`src/rtl/mem_port_arbiter.sv`:
```
// Fixed-priority arbiter sharing one single-ported memory among fetch, data and graphics.
// Fetch gets starvation protection, graphics locked bursts are bounded, and read data returns through a tag pipeline.
module mem_port_arbiter #(
   parameter int RD_LATENCY = 1,
   parameter int STARVE_MAX = 4,
   parameter int BURST_MAX  = 8
) (
   input  logic        clk,
   input  logic        rst,
   input  logic        i_req,
   input  logic [31:0] i_addr,
   output logic        i_gnt,
   output logic        i_rvalid,
   output logic [31:0] i_rdata,
   input  logic        d_req,
   input  logic [31:0] d_addr,
   input  logic [3:0]  d_we,
   input  logic [31:0] d_wdata,
   output logic        d_gnt,
   output logic        d_rvalid,
   output logic [31:0] d_rdata,
   input  logic        g_req,
   input  logic [31:0] g_addr,
   input  logic [3:0]  g_we,
   input  logic [31:0] g_wdata,
   input  logic        g_lock,
   output logic        g_gnt,
   output logic [31:0] mem_addr,
   output logic [3:0]  mem_we,
   output logic        mem_re,
   output logic [31:0] mem_din,
   input  logic [31:0] mem_dout,
   output logic        cpu_stall
);

   typedef enum logic [1:0] {ARB, GLOCK, GCOOL} state_t;

   state_t      state_reg;
   logic [3:0]  starve_cnt_reg;
   logic [4:0]  beat_cnt_reg;
   logic        starved;
   logic [1:0]  tag_out;

   assign starved = (starve_cnt_reg == 4'(STARVE_MAX));

   // Graphics may only win in ARB; GCOOL reuses ARB ordering without it.
   always_comb begin
      i_gnt = 1'b0;
      d_gnt = 1'b0;
      g_gnt = 1'b0;
      if (!rst) begin
         if (state_reg == GLOCK) begin
            g_gnt = g_req;
         end else if (starved) begin
            if (i_req)                        i_gnt = 1'b1;
            else if (d_req)                   d_gnt = 1'b1;
            else if (g_req && state_reg == ARB) g_gnt = 1'b1;
         end else begin
            if (d_req)                        d_gnt = 1'b1;
            else if (g_req && state_reg == ARB) g_gnt = 1'b1;
            else if (i_req)                   i_gnt = 1'b1;
         end
      end
   end

   always_comb begin
      mem_addr = 32'h0;
      mem_we   = 4'h0;
      mem_din  = 32'h0;
      if (i_gnt) begin
         mem_addr = i_addr;
      end else if (d_gnt) begin
         mem_addr = d_addr;
         mem_we   = d_we;
         mem_din  = d_wdata;
      end else if (g_gnt) begin
         mem_addr = g_addr;
         mem_we   = g_we;
         mem_din  = g_wdata;
      end
   end

   assign mem_re    = i_gnt | (d_gnt & (d_we == 4'h0));
   assign cpu_stall = ~rst & ((i_req & ~i_gnt) | (d_req & ~d_gnt));

   always_ff @(posedge clk) begin
      if (rst) begin
         state_reg      <= ARB;
         starve_cnt_reg <= 4'd0;
         beat_cnt_reg   <= 5'd0;
      end else begin
         if (i_req && !i_gnt) begin
            if (!starved) starve_cnt_reg <= starve_cnt_reg + 4'd1;
         end else begin
            starve_cnt_reg <= 4'd0;
         end

         case (state_reg)
            ARB: begin
               if (g_gnt && g_lock) begin
                  state_reg    <= GLOCK;
                  beat_cnt_reg <= 5'd1;
               end
            end
            GLOCK: begin
               if (!g_req) begin
                  state_reg <= ARB;
               end else begin
                  beat_cnt_reg <= beat_cnt_reg + 5'd1;
                  // A beat that releases the lock wins over reaching the burst limit.
                  if (!g_lock)
                     state_reg <= ARB;
                  else if (beat_cnt_reg + 5'd1 == 5'(BURST_MAX))
                     state_reg <= GCOOL;
               end
            end
            default: state_reg <= ARB;
         endcase
      end
   end

   // Tag stage holds {valid, is_fetch}; the last stage lines up with mem_dout.
   generate
      for (genvar gi = 0; gi < RD_LATENCY; gi++) begin : gen_tag
         logic [1:0] stage_reg;
         if (gi == 0) begin : g_first
            always_ff @(posedge clk) begin
               if (rst) stage_reg <= 2'b00;
               else     stage_reg <= {mem_re, i_gnt};
            end
         end else begin : g_next
            always_ff @(posedge clk) begin
               if (rst) stage_reg <= 2'b00;
               else     stage_reg <= gen_tag[gi-1].stage_reg;
            end
         end
      end
   endgenerate

   assign tag_out  = gen_tag[RD_LATENCY-1].stage_reg;
   assign i_rvalid = ~rst & tag_out[1] & tag_out[0];
   assign d_rvalid = ~rst & tag_out[1] & ~tag_out[0];
   assign i_rdata  = mem_dout;
   assign d_rdata  = mem_dout;

endmodule

```
`config.mk`:
```
export PLATFORM = sky130hd
export DESIGN_NAME = mem_port_arbiter
export DESIGN_NICKNAME = d
export VERILOG_FILES = /design/src/rtl/mem_port_arbiter.sv
export SDC_FILE = /design/constraint.sdc
export NUM_CORES = 1
export LEC_CHECK = 0
export ABC_AREA = 0
export BUFFER_PORTS_ARGS = -buffer_cell sky130_fd_sc_hd__buf_2
export CORE_AREA = 2 2 132 134
export CTS_CLUSTER_DIAMETER = 50
export CTS_CLUSTER_SIZE = 14
export DETAILED_ROUTE_END_ITERATION = 10
export DIE_AREA = 0 0 134 136
export GPL_ROUTABILITY_DRIVEN = 0
export GPL_TIMING_DRIVEN = 1
export MAX_ROUTING_LAYER = met4
export PLACE_DENSITY_LB_ADDON = 0.25
export SLEW_MARGIN = 20
export SYNTH_ARGS = -nofsm -noshare
export SYNTH_HDL_FRONTEND = slang
export SYNTH_SLANG_ARGS = --single-unit
export TNS_END_PERCENT = 1
```
`constraint.sdc`:
```
create_clock -name clk -period 5.4 [get_ports clk]
set_input_delay 0.27 -clock clk [delete_from_list [all_inputs] [get_ports clk]]
set_output_delay 0.27 -clock clk [all_outputs]
set_load 0.02 [all_outputs]
```
==> results of run 1 <==
## placed cells by master, fill, tap and decap left out, types with 2 or more instances in the layout
master     Yosys  routed
o21ai_0        3       3
clkbuf_16      0       3
buf_2          6     248
inv_1          4       4
nand3_1        5       5
a21o_1         3       3
xnor2_1        2       2
and2_1         4       4
dfxtp_1       13      13
nand4b_1       2       2
buf_4         69       3
nand2_1        4       4
or3_1          4       4
nor2_1         5       5
a21oi_1       11      11
o31ai_1        3       3
and3_1        32      32
a22o_1        36      36
a221o_1       32      32
ha_1           3       3
nand2b_1       5       5
nor3b_1        2       2
nor2b_1        2       2
## area by class of cell
class | instances | area share
timing repair buffer | 251 | 0.395
clock buffer | 4 | 0.0246
sequential | 13 | 0.0814
tap | 225 | 0.0880
multi-input combinational | 170 | 0.406
inverter | 4 | 0.00469
## layer usage
layer  share of wire  GRT usage
met5               0          -
met4           0.013     0.0195
met3           0.084     0.0130
met2            0.50      0.175
met1            0.40      0.108
## final timing paths
path                                                startpoint                                 end  slack, ns  cells past startpoint
worst max-delay path            starve_cnt_reg[0]$_SDFFE_PP0P_                           mem_we[2]       2.15                      8
worst min-delay path                                     g_req           state_reg[1]$_SDFFE_PP0P_       0.31                      3
worst max register to register  starve_cnt_reg[0]$_SDFFE_PP0P_  gen_tag[0].stage_reg[1]$_SDFF_PP0_       3.13                      6
worst min register to register    beat_cnt_reg[0]$_SDFFE_PP0P_        beat_cnt_reg[0]$_SDFFE_PP0P_       0.50                      2
## through the flow
step                       util  instance area, µm²
final                     0.190                3200
after global routing      0.190                3200
after CTS                 0.190                3200
after global placement    0.185                3120
after floorplan               -                2190
after detailed placement  0.185                3120
## power by group
group | total [mW] | switching (mW) | internal [mW]
registers | 0.100 | 0.00217 | 0.0982
clock network | 0.138 | 0.0388 | 0.0994
logic | 0.231 | 0.126 | 0.105
## cell families (layout without fill, tap and decap cells)
| group | after synthesis | count (layout) | synth area share |
|---|---|---|---|
| fa+ha+maj | 3 | 3 | 0.0172 |
| xor+xnor | 2 | 2 | 0.00802 |
| buf+inv | 91 | 259 | 0.290 |
| compound gates | 91 | 91 | 0.354 |
| flops | 13 | 13 | 0.119 |
| simple gates | 74 | 74 | 0.211 |
## worst max-delay path, delay by kind of cell (launching register included)
kind,cells,cell delay [ns]
AO/OA/AOI/OAI,2,0.36
flip-flops,1,0.38
adder cells (fa/ha/maj),1,0.23
AND/OR/NAND/NOR,2,0.94
buffers and inverters,3,0.77
==> run_results.csv, run 1 <==
group,metric,value,unit
critical_path,required,5.13,ns
sta,relSlewSlack,0.339,
critical_path,end_kind,"output pin",
detailed_routing,wl_per_cell,14.4,µm
clock_tree,post_cts_buffers,0,
synthesis,syn-cell-area,2190,µm²
power,p_leak,1.81,nW
final_layout,largest_reg_flops,5,
hold_path,hold_path_class,"primary input to register",
detailed_routing,wirelength,9570,µm
synthesis,synthArstFlopShare,0,
synthesis,yosysMostFrequentCell,"buf_4",
critical_path,crit_path_start_kind,"register",
synthesis,synth_edf_count,0,
sta,rsz0062_at_grt,"no",
status,outcome,"finished clean",
placement,portBuffers,248,
final_layout,regArea,260,µm²
placement,pre_cts_slack,2.39,ns
critical_path,crit_fanout,45,
clock_tree,hold_buffers,0,
clock_tree,cts-resized-gates,0,
critical_path,cp.arrival,2.98,ns
critical_path,cp_slowest_cell,"nor3_4",
final_layout,diodes,0,
sta,finClkSkew,0.00300,ns
sta,fin_tns_setup,0,ns
clock_tree,cts_max_level,1,
final_layout,final_cells,667,
synthesis,yosysWarnings,0,
critical_path,cpPeakStageDelay,0.77,ns
final_layout,multi_input_area,1300,µm²
clock_tree,cts_buffers,3,
clock_tree,cts_buffer_depth,2,
final_layout,nFillCells,1898,
detailed_routing,drt_iter0_drc,84,
detailed_routing,ant_nets,0,
synthesis,synthTopCellsByArea,"buf_4 (24%), a221o_1 (15%), a22o_1 (14%)",
global_route,grt_max_degree,49,
synthesis,syn-instance-count,274,
global_route,grt_usage,0.0946,
power,p_total,0.469,mW
critical_path,path_cells,"inv_1, ha_1, nand4b_1, a21oi_1, nor3_4, buf_4, a22o_1, buf_2",
global_route,grt_pass1_vias,2650,
synthesis,synth.avg_cell_area,7.98,µm²
synthesis,synth.net_count,483,
synthesis,synth_top_area_cell,"buf_4",
job,maxCapViolations,0,
detailed_routing,vias,2818,
synthesis,yosysTopAreaCellShare,0.237,
sta,fmax,308,MHz
clock_tree,cts_tree,"built",
global_route,grt_antenna_before_repair,0,
detailed_routing,drc,0,
placement,dp_cells,663,
floorplanning,ioPinCount,345,
clock_tree,clkLatencyLatePin,0.24,ns
synthesis,synth-main-ff-cell,"dfxtp_1",
power,powerDensity,147,nW/µm²
clock_tree,clk_pin_slew,0.05,ns
final_layout,area_growth,46.3,%
synthesis,synth.top_cells.by_count,"buf_4 (69), a22o_1 (36), a221o_1 (32), and3_1 (32), dfxtp_1 (13)",
floorplanning,die_w,134,µm
detailed_routing,avgViaCountPerCell,4.22,
synthesis,yosysUniqueCellTypes,36,
synthesis,ys_seq_area_frac,0.119,
critical_path,criticalPathCategory,"register to output pin",
sta,fin_ws,2.15,ns
power,ir_drop,79.3,µV
final_layout,layout-drive-gt1-share,0.584,
clock_tree,root_buffer,"clkbuf_16",
detailed_routing,drt_first_pass_iters,4,
floorplanning,die_area,18200,µm²
placement,hpwl,7860,µm
synthesis,yosys_register_bits,13,
global_route,grt_pass1_wl,13500,µm
sta,setup_viol,0,
sta,worst_slew_pin_slew,0.988,ns
floorplanning,coreArea,16900,µm²
floorplanning,die_h,136,µm
floorplanning,start_util,0.130,
sta,fin_crit_sh,0.601,
final_layout,nets,652,
global_route,overflow,0,
clock_tree,clock-sinks,13,
floorplanning,num_rows,48,
sta,post-route-min-period,3.25,ns
sta,slew_viol_final,0,
sta,hold_ws,0.313,ns
sta,hold_viol_final,0,
(Power assumes the default switching activity.)
==> run 2: changes to the inputs <==
--- a/config.mk
+++ b/config.mk
@@ -7,11 +7,11 @@
 export LEC_CHECK = 0
 export ABC_AREA = 0
 export BUFFER_PORTS_ARGS = -buffer_cell sky130_fd_sc_hd__buf_2
-export CORE_AREA = 2 2 132 134
+export CORE_AREA = 2 2 135 137
 export CTS_CLUSTER_DIAMETER = 50
 export CTS_CLUSTER_SIZE = 14
 export DETAILED_ROUTE_END_ITERATION = 10
-export DIE_AREA = 0 0 134 136
+export DIE_AREA = 0 0 137 139
 export GPL_ROUTABILITY_DRIVEN = 0
 export GPL_TIMING_DRIVEN = 1
 export MAX_ROUTING_LAYER = met4
==> constraint.sdc (replaced) <==
create_clock -name clk -period 3 [get_ports clk]
set_input_delay 0.15 -clock clk [delete_from_list [all_inputs] [get_ports clk]]
set_output_delay 0.15 -clock clk [all_outputs]
set_load 0.02 [all_outputs]
==> run 2 against run 1 <==
Net effect: total power up 83%; core utilization decreased by 0.61 points; design area rose by 1.3%; cell count rose by 1.0%; non-clock buffer count is 3 higher; via count rose by 1.8%; critical path type unchanged; critical endpoint is now mem_addr[16].
==> run_results.csv, run 2 (synthesis results as in run 1) <==
group,metric,value,unit
power,p_total,0.861,mW
detailed_routing,drc,0,
placement,portBuffers,248,
sta,hold_ws,0.180,ns
floorplanning,ioPinCount,345,
critical_path,cp.arrival,2.27,ns
power,p_seq_frac,0.210,
sta,setup_viol,0,
clock_tree,root_buffer,"clkbuf_16",
global_route,grt_usage,0.0996,
floorplanning,die_area,19000,µm²
clock_tree,clk_pin_slew,0.05,ns
sta,rsz0062_at_grt,"no",
clock_tree,cts_max_level,1,
final_layout,largest_reg_flops,5,
final_layout,diodes,0,
sta,fin_crit_sh,0.806,
critical_path,crit_path_start_kind,"register",
global_route,grt_pass1_wl,14700,µm
detailed_routing,drt_iter0_drc,177,
detailed_routing,avgViaCountPerCell,4.26,
clock_tree,clkLatencyLatePin,0.24,ns
job,maxCapViolations,0,
global_route,use_met3,0.0201,
detailed_routing,ant_nets,0,
detailed_routing,drt_first_pass_iters,5,
sta,fin_ws,0.583,ns
detailed_routing,wirelength,10100,µm
sta,fin_tns_setup,0,ns
power,p_switching,0.311,mW
sta,hold_viol_final,0,
floorplanning,die_h,139,µm
placement,hpwl,8190,µm
global_route,grt.met2_usage,0.179,
final_layout,layout_common_cells,"buf_2 (248), a22o_1 (36), and3_1 (32), a221o_1 (32), dfxtp_1 (13)",
placement,pre_cts_slack,0.864,ns
sta,fmax,414,MHz
clock_tree,post_cts_buffers,0,
sta,relSlewSlack,0.636,
hold_path,hold_path_class,"primary input to register",
clock_tree,cts-resized-gates,0,
critical_path,cpPeakStageDelay,0.50,ns
global_route,use_met1,0.109,
critical_path,path_cells,"inv_1, ha_1, nor4bb_1, or3_4, and3_1, a221o_1, buf_2",
power,p_sw_frac,0.361,
floorplanning,coreArea,17700,µm²
global_route,grt_antenna_before_repair,0,
clock_tree,cts_buffer_depth,2,
final_layout,layout-drive-gt1-share,0.587,
detailed_routing,vias,2869,
detailed_routing,wl_per_cell,15.0,µm
critical_path,cp_slowest_cell,"or3_4",
power,ir_drop,156,µV
global_route,grt_pass1_vias,2800,
power,p_comb_frac,0.493,
floorplanning,die_w,137,µm
sta,finClkSkew,0.00276,ns
power,p_leak,1.83,nW
floorplanning,start_util,0.124,
clock_tree,cts_buffers,3,
clock_tree,cts_tree,"built",
critical_path,criticalPathCategory,"register to output pin",
global_route,top_usage_layer,"met2",
status,outcome,"finished clean",
critical_path,end_kind,"output pin",
floorplanning,num_rows,49,
sta,worst_slew_pin_slew,0.542,ns
critical_path,crit_fanout,34,
power,p_int,0.550,mW
final_layout,nets,655,
global_route,grt_max_degree,41,
final_layout,final_common_cell,"buf_2",
power,clkPwrFrac,0.297,
clock_tree,clock-sinks,13,
power,powerDensity,266,nW/µm²
clock_tree,hold_buffers,0,
sta,post-route-min-period,2.42,ns
global_route,overflow,0,
sta,slew_viol_final,0,
final_layout,area_growth,48.1,%
critical_path,required,2.85,ns
final_layout,nFillCells,2023,
run 2: cell types whose count changed in the layout (fill, tap and decap cells not counted):
| cell | before | now |
|---|---|---|
| buf_12 | 0 | 1 |
| buf_4 | 3 | 5 |
run 2: worst paths after layout:
check | startpoint | end | slack [ns] | cells past startpoint
worst max-delay path | starve_cnt_reg[0]$_SDFFE_PP0P_ | mem_addr[16] | 0.58 | 7
worst min-delay path | g_req | state_reg[1]$_SDFFE_PP0P_ | 0.18 | 3
worst max register to register | starve_cnt_reg[0]$_SDFFE_PP0P_ | gen_tag[0].stage_reg[1]$_SDFF_PP0_ | 1.16 | 6
worst min register to register | beat_cnt_reg[4]$_SDFFE_PP0P_ | beat_cnt_reg[4]$_SDFFE_PP0P_ | 0.51 | 2
run 2: stage by stage:
step	cell area [µm²]	std cells	utilization
after global placement	3160	670	0.179
after detailed placement	3160	670	0.179
final	3240	674	0.183
after floorplan	2190	274	-
after global routing	3240	674	0.183
after CTS	3240	674	0.183
run 2: power by group through the flow:
stage / sequential [mW] / clock [mW] / combinational (mW)
2_1_floorplan: 0.182 / 0 / 0.349
3_3_place_gp: 0.184 / 0 / 0.426
3_5_place_dp: 0.184 / 0 / 0.427
4_1_cts: 0.180 / 0.265 / 0.429
5_1_grt: 0.181 / 0.274 / 0.462
6_report: 0.181 / 0.256 / 0.424
run 2: per-layer routing:
metal  part of all wire  up-vias
li1                   -     1340
met1               0.38     1314
met2               0.50      188
met3               0.10       27
met4              0.018        0
met5                  0        -
run 2: critical path: cells and delay by family (launching register included):
family | cells | cell delay [ns]
flip-flops | 1 | 0.39
AO/OA/AOI/OAI | 1 | 0.27
AND/OR/NAND/NOR | 3 | 0.88
adder cells (fa/ha/maj) | 1 | 0.23
buffers and inverters | 2 | 0.23
run 2: area by class of cell:
cell class,count,area (µm²),share of cell area
inverter,4,15.0,0.00464
tap,229,287,0.0885
multi-input combinational,170,1300,0.401
timing repair buffer,254,1300,0.401
sequential,13,260,0.0804
clock buffer,4,78.8,0.0243
